File: config.mk
export PLATFORM = sky130hd
export DESIGN_NAME = tsu_arb_queue
export DESIGN_NICKNAME = d
export VERILOG_FILES = /design/src/rtl/tsu_arb_queue.sv
export SDC_FILE = /design/constraint.sdc
export NUM_CORES = 1
export LEC_CHECK = 0
export BUFFER_PORTS_ARGS = -buffer_cell sky130_fd_sc_hd__buf_2
export CAP_MARGIN = 20
export CORE_MARGIN = 8
export CORE_UTILIZATION = 47
export DETAILED_ROUTE_END_ITERATION = 12
export PLACE_DENSITY_LB_ADDON = 0.12
export SETUP_SLACK_MARGIN = 0.3
export SYNTH_ARGS = -nofsm -noshare
export SYNTH_HDL_FRONTEND = slang
export SYNTH_SLANG_ARGS = --single-unit
File: constraint.sdc
create_clock -name clk -period 3.4 [get_ports clk]
set_input_delay 0.17 -clock clk [delete_from_list [all_inputs] [get_ports clk]]
set_output_delay 0.17 -clock clk [all_outputs]
set_load 0.01 [all_outputs]
File: src/rtl/tsu_arb_queue.sv
// Multi-channel timestamp capture: per-channel hold/pend registers, round-robin merge into one shared FWFT FIFO.
// Optional macro TSU_ARB_QUEUE_DROP_CNT_EN adds per-channel 8-bit saturating drop counters (q_drop_cnt).

module tsu_arb_queue_ch #(
  parameter int TS_W  = 32,
  parameter int TAG_W = 24,
  parameter int CH_ID = 0
) (
  input  logic                    clk,
  input  logic                    rst,
  input  logic                    clr_i,
  input  logic                    cap_vld_i,
  input  logic [TAG_W-1:0]        cap_tag_i,
  input  logic [TS_W-1:0]         rtc_time_i,
  input  logic                    gnt_i,
  output logic                    pend_o,
  output logic [4+TAG_W+TS_W-1:0] hold_o,
`ifdef TSU_ARB_QUEUE_DROP_CNT_EN
  output logic [7:0]              drop_cnt_o,
`endif
  output logic                    ovf_o
);
  localparam int EW = 4 + TAG_W + TS_W;

  logic          pend_q, pend_d;
  logic          ovf_q, ovf_d;
  logic [EW-1:0] hold_q, hold_d;
  logic          accept, drop;

  // A grant in the same cycle frees the slot, so a new capture may land on it.
  always_comb begin
    accept = cap_vld_i & (~pend_q | gnt_i);
    drop   = cap_vld_i & pend_q & ~gnt_i;
    pend_d = pend_q;
    ovf_d  = ovf_q;
    hold_d = hold_q;
    if (clr_i) begin
      pend_d = 1'b0;
      ovf_d  = 1'b0;
    end else begin
      pend_d = accept | (pend_q & ~gnt_i);
      ovf_d  = ovf_q | drop;
      if (accept) hold_d = {4'(CH_ID), cap_tag_i, rtc_time_i};
    end
  end

  always_ff @(posedge clk or negedge rst) begin
    if (!rst) begin
      pend_q <= 1'b0;
      ovf_q  <= 1'b0;
      hold_q <= '0;
    end else begin
      pend_q <= pend_d;
      ovf_q  <= ovf_d;
      hold_q <= hold_d;
    end
  end

  assign pend_o = pend_q;
  assign ovf_o  = ovf_q;
  assign hold_o = hold_q;

`ifdef TSU_ARB_QUEUE_DROP_CNT_EN
  logic [7:0] drop_cnt_q, drop_cnt_d;

  always_comb begin
    drop_cnt_d = drop_cnt_q;
    if (clr_i)                            drop_cnt_d = '0;
    else if (drop && drop_cnt_q != 8'hFF) drop_cnt_d = drop_cnt_q + 8'd1;
  end

  always_ff @(posedge clk or negedge rst) begin
    if (!rst) drop_cnt_q <= '0;
    else      drop_cnt_q <= drop_cnt_d;
  end

  assign drop_cnt_o = drop_cnt_q;
`endif
endmodule

module tsu_arb_queue #(
  parameter int NUM_CH     = 2,
  parameter int TS_W       = 32,
  parameter int TAG_W      = 24,
  parameter int DEPTH_LOG2 = 4
) (
  input  logic                    clk,
  input  logic                    rst,
  input  logic [TS_W-1:0]         rtc_time_in,
  input  logic [NUM_CH-1:0]       cap_vld,
  input  logic [NUM_CH*TAG_W-1:0] cap_tag,
  input  logic                    q_clr,
  input  logic                    q_rd_en,
  output logic                    q_rd_vld,
  output logic [4+TAG_W+TS_W-1:0] q_rd_data,
  output logic [DEPTH_LOG2:0]     q_rd_cnt,
`ifdef TSU_ARB_QUEUE_DROP_CNT_EN
  output logic [NUM_CH*8-1:0]     q_drop_cnt,
`endif
  output logic [NUM_CH-1:0]       q_ovf
);
  localparam int EW    = 4 + TAG_W + TS_W;
  localparam int DEPTH = 1 << DEPTH_LOG2;
  localparam int PW    = (NUM_CH > 1) ? $clog2(NUM_CH) : 1;

  logic [NUM_CH-1:0]         pend, gnt;
  logic [NUM_CH-1:0][EW-1:0] hold;

  for (genvar g = 0; g < NUM_CH; g++) begin : g_ch
    tsu_arb_queue_ch #(
      .TS_W  (TS_W),
      .TAG_W (TAG_W),
      .CH_ID (g)
    ) u_ch (
      .clk        (clk),
      .rst        (rst),
      .clr_i      (q_clr),
      .cap_vld_i  (cap_vld[g]),
      .cap_tag_i  (cap_tag[g*TAG_W +: TAG_W]),
      .rtc_time_i (rtc_time_in),
      .gnt_i      (gnt[g]),
      .pend_o     (pend[g]),
      .hold_o     (hold[g]),
`ifdef TSU_ARB_QUEUE_DROP_CNT_EN
      .drop_cnt_o (q_drop_cnt[g*8 +: 8]),
`endif
      .ovf_o      (q_ovf[g])
    );
  end

  // ---------------- arbiter ----------------
  logic [PW-1:0]         rr_q, rr_d;
  logic [PW-1:0]         gnt_idx;
  logic                  gnt_any, gnt_ok;
  logic [DEPTH_LOG2:0]   cnt_q, cnt_d;

  always_comb begin
    gnt_any = 1'b0;
    gnt_idx = '0;
    for (int off = 0; off < NUM_CH; off++) begin
      int idx;
      idx = int'(rr_q) + off;
      if (idx >= NUM_CH) idx = idx - NUM_CH;
      if (!gnt_any && pend[idx]) begin
        gnt_any = 1'b1;
        gnt_idx = PW'(idx);
      end
    end
  end

  // Full is judged on the registered count: a pop this cycle does not open a slot.
  assign gnt_ok = gnt_any & ~cnt_q[DEPTH_LOG2] & ~q_clr;

  always_comb begin
    gnt = '0;
    if (gnt_ok) gnt[gnt_idx] = 1'b1;
    rr_d = rr_q;
    if (q_clr)       rr_d = '0;
    else if (gnt_ok) rr_d = (int'(gnt_idx) == NUM_CH - 1) ? '0 : gnt_idx + 1'b1;
  end

  // ---------------- shared FIFO ----------------
  logic [EW-1:0]         mem [DEPTH];
  logic [DEPTH_LOG2-1:0] wr_ptr_q, wr_ptr_d, rd_ptr_q, rd_ptr_d, rd_nxt;
  logic [EW-1:0]         data_q, data_d, wr_data;
  logic                  pop, remain_nz;

  assign wr_data = hold[gnt_idx];
  assign pop     = q_rd_en & (cnt_q != '0) & ~q_clr;
  assign rd_nxt  = pop ? rd_ptr_q + 1'b1 : rd_ptr_q;

  always_comb begin
    remain_nz = pop ? (cnt_q > (DEPTH_LOG2+1)'(1)) : (cnt_q != '0);
    cnt_d     = cnt_q;
    wr_ptr_d  = wr_ptr_q;
    rd_ptr_d  = rd_ptr_q;
    data_d    = data_q;
    if (q_clr) begin
      cnt_d    = '0;
      wr_ptr_d = '0;
      rd_ptr_d = '0;
    end else begin
      rd_ptr_d = rd_nxt;
      if (gnt_ok) wr_ptr_d = wr_ptr_q + 1'b1;
      case ({gnt_ok, pop})
        2'b10:   cnt_d = cnt_q + 1'b1;
        2'b01:   cnt_d = cnt_q - 1'b1;
        default: cnt_d = cnt_q;
      endcase
      // Head register: next stored entry, or the incoming word when the FIFO drains to it.
      if (remain_nz)   data_d = mem[rd_nxt];
      else if (gnt_ok) data_d = wr_data;
    end
  end

  always_ff @(posedge clk) begin
    if (gnt_ok) mem[wr_ptr_q] <= wr_data;
  end

  always_ff @(posedge clk or negedge rst) begin
    if (!rst) begin
      rr_q     <= '0;
      cnt_q    <= '0;
      wr_ptr_q <= '0;
      rd_ptr_q <= '0;
      data_q   <= '0;
    end else begin
      rr_q     <= rr_d;
      cnt_q    <= cnt_d;
      wr_ptr_q <= wr_ptr_d;
      rd_ptr_q <= rd_ptr_d;
      data_q   <= data_d;
    end
  end

  assign q_rd_vld  = (cnt_q != '0);
  assign q_rd_data = data_q;
  assign q_rd_cnt  = cnt_q;
endmodule
==> run metrics <==
run status=completed; Worst VDD drop=0.000531 V; GPL Wtd Cong=0.815; number of flops mapped to enable cells by yosys=912; post-layout minimum cycle time=3050 ps; overall die height=346 um; Worst-Margin Slew=1140 ps; dominant synthesized flop cell=sky130_fd_sc_hd__edfxtp_1; Seq/Total Area, Yosys=62.7%; iteration-0 DRC count of the detailed router=3184; library cell with the largest summed area after synthesis=sky130_fd_sc_hd__edfxtp_1; cell types with the highest counts after synthesis=sky130_fd_sc_hd__edfxtp_1, sky130_fd_sc_hd__mux4_2, sky130_fd_sc_hd__nand2_1; total routing resource utilization after global routing=23.8%; kind of end point of the critical path=register; total setup violations reported at the end of the flow=0; CTS Root Buffer Type=sky130_fd_sc_hd__clkbuf_16; clk_skew=29.5 ps; DR pass1 iterations=5; Detailed Route WL=145 mm; total vias in the final route=30741; count of final hold-check violations=0; unrepaired setup endpoints after global routing=yes; clock transition at the registers of the reported paths=70 ps; effective utilization at floorplan=47.2%; required time reported for the critical path endpoint=4000 ps; Setup CP Type=register to register; drc violations=0; synthesis warning total=0; Yosys top cell area share=53.5%; maximum number of pins on one net before global-route repair=102; standard-cell row count=121; post-synthesis area per instance=16.8 um2; clock insertion delay at the later pin of the skew report=710 ps; power consumption=39.4 mW; HPWL after detailed placement=82.6 mm; WL per Instance=30.2 um; number of antenna violations at the first check in global routing=2; via count of the first global-routing pass=32712; count of nets after finishing=3362; die width=346 um; buffers from clock root to sink, at most=3; TritonCTS clock tree=yes; via count normalized by instance count=6.42; number of max-capacitance violations reported=0; leakage power summed over all cells=19.6 nW; worst endpoint data arrival time=3650 ps; total global routing overflow=0; port buffer count=150; Worst setup SP type=register; Final Max Slew Viols=0; count of cell types in the netlist=65; setup_tns=0 ps; number of I/O pins=154; number of register bits inferred by synthesis=1100; CTS H-tree depth=3; number of clock sinks seen by CTS=1100; post-synthesis async set-or-reset flop share=17.1%; instance count of the mapped netlist=3043; worst-case headroom to the max-slew limit=23.7%; critical path fanouts, max=26; fraction of layout instances using a drive strength above 1=31.7%; Routed Antenna Nets=0; Final Instance Area=59100 um2; most common cell in the netlist=sky130_fd_sc_hd__edfxtp_1; power density over the cells=667 nW/um2; top post-synthesis cells by area=sky130_fd_sc_hd__edfxtp_1, sky130_fd_sc_hd__mux4_2, sky130_fd_sc_hd__dfrtp_1; area added between synthesis and finish=15.4%; final worst path period share=89.7%; cell area reported after detailed placement=54200 um2; maximum operating frequency=328 MHz; Floorplan Core Area=108000 um2; type of the tightest min-delay check=primary input to async pin; global-route wire length before repair=215 mm; clock buffers created by TritonCTS=117; full die area=120000 um2; netlist area before placement=51200 um2; fill cell total of the finished layout=8517
## worst paths after layout
| path | start | to | slack (ps) | cells after the start |
|---|---|---|---|---|
| max | q_rd_cnt[1] | q_rd_data[36] | 350 | 10 |
| min | rst | g_ch[0].u_ch.hold_o[4] | 50 | 2 |
| max reg2reg | q_rd_cnt[1] | q_rd_data[36] | 350 | 10 |
| min reg2reg | g_ch[0].u_ch.hold_o[3] | g_ch[0].u_ch.hold_o[3] | 500 | 1 |
| max in group asynchronous | rst | q_rd_data[34] | 2280 | 3 |
| min in group clk | cap_tag[21] | g_ch[0].u_ch.hold_o[53] | 230 | 3 |
## worst max-delay path: stages (launching register included)
cell and delay, ps:
sky130_fd_sc_hd__dfrtp_1 420, sky130_fd_sc_hd__inv_1 200, sky130_fd_sc_hd__ha_1 290, sky130_fd_sc_hd__nor4b_4 310, sky130_fd_sc_hd__clkinvlp_4 250, sky130_fd_sc_hd__buf_4 210
sky130_fd_sc_hd__nand3_1 80, sky130_fd_sc_hd__buf_4 400, sky130_fd_sc_hd__o22ai_1 190, sky130_fd_sc_hd__mux2_2 290, sky130_fd_sc_hd__o41ai_1 270
## cell type report
type	instances	area (um2)	share of cell area [%]
Antenna cell	1	2.50	0.00424
Clock buffer	163	3320	5.61
Clock inverter	59	656	1.11
Inverter	14	56.3	0.0953
Multi-Input combinational cell	1684	18000	30.4
Sequential cell	1100	32100	54.4
Tap cell	1414	1770	3.00
Timing Repair Buffer	350	3180	5.38
## cells by family (layout without fill, tap and decap cells)
| kind of cell | after synthesis | count (layout) | share of synthesized area [%] |
|---|---|---|---|
| adders and majority gates | 9 | 9 | 0.220 |
| DFF | 1100 | 1100 | 62.7 |
| AOI/OAI and AO/OA | 525 | 525 | 6.90 |
| xor gates and xnor gates | 11 | 11 | 0.203 |
| other | 1 | 4 | 0.00733 |
| muxes | 625 | 625 | 22.9 |
| buffers and inverters | 261 | 586 | 2.45 |
| and+or+nand+nor | 511 | 511 | 4.58 |
## power by group
part	internal (mW)	leakage (nW)	switching, mW	total [mW]
combinational	4.12	7.20	5.44	9.55
clock	7.84	1.97	5.29	13.1
sequential	16.0	10.5	0.730	16.7
total	27.9	19.6	11.5	39.4
## timing repair
item / CTS / global route
setup endpoints to repair: 0 / 36
resized for setup: 0 / 10
hold buffers: 85 / 0
hold endpoints to repair: 212 / 0
setup buffers: 0 / 2
## placed cells by master, fill, tap and decap left out, types with 41 or more instances in the layout
| cell type | instances |
|---|---|
| sky130_fd_sc_hd__edfxtp_1 | 912 |
| sky130_fd_sc_hd__mux4_2 | 426 |
| sky130_fd_sc_hd__nand2_1 | 283 |
| sky130_fd_sc_hd__dfrtp_1 | 186 |
| sky130_fd_sc_hd__buf_2 | 148 |
| sky130_fd_sc_hd__a21oi_1 | 128 |
| sky130_fd_sc_hd__o22ai_1 | 123 |
| sky130_fd_sc_hd__clkbuf_16 | 122 |
| sky130_fd_sc_hd__mux2_2 | 113 |
| sky130_fd_sc_hd__mux2i_1 | 85 |
| sky130_fd_sc_hd__dlygate4sd3_1 | 85 |
| sky130_fd_sc_hd__nor2_1 | 67 |
| sky130_fd_sc_hd__buf_4 | 59 |
| sky130_fd_sc_hd__buf_12 | 52 |
| sky130_fd_sc_hd__a31oi_1 | 41 |
| sky130_fd_sc_hd__a211oi_1 | 41 |
## metal layers
metal,vias to the layer above,wire (um),track usage [%],share of wire (%)
met5,-,0,0,0
met4,0,4740,8.20,3.3
met3,286,10300,4.14,7.1
met2,1214,71900,40.5,50
met1,16343,57700,31.0,40
li1,12898,-,-,-
## registers in the layout, indices dropped and copies added (netlist names)
| name | flops |
|---|---|
| rd_ptr_q | 4 |
| g_ch.u_ch.pend_o | 2 |
| wr_ptr_q | 4 |
| g_ch.u_ch.hold_o | 113 |
| rr_q | 1 |
| mem | 912 |
| q_rd_cnt | 5 |
| g_ch.u_ch.ovf_o | 2 |
| q_rd_data | 57 |
## stage by stage
| stage | std cells | setup WS [ps] | util, % | hold WS (ps) |
|---|---|---|---|---|
| 3_3_place_gp | 4474 | 429 | 50.0 | 233 |
| 3_5_place_dp | 4474 | 354 | 50.0 | 236 |
| 5_1_grt | 4785 | 228 | 54.5 | 102 |
| 2_1_floorplan | 3045 | 372 | - | -126 |
| 4_1_cts | 4781 | 339 | 54.4 | 67.7 |
| 6_report | 4785 | 351 | 54.5 | 45.4 |
No activity file was read; power rests on OpenSTA's default activity.
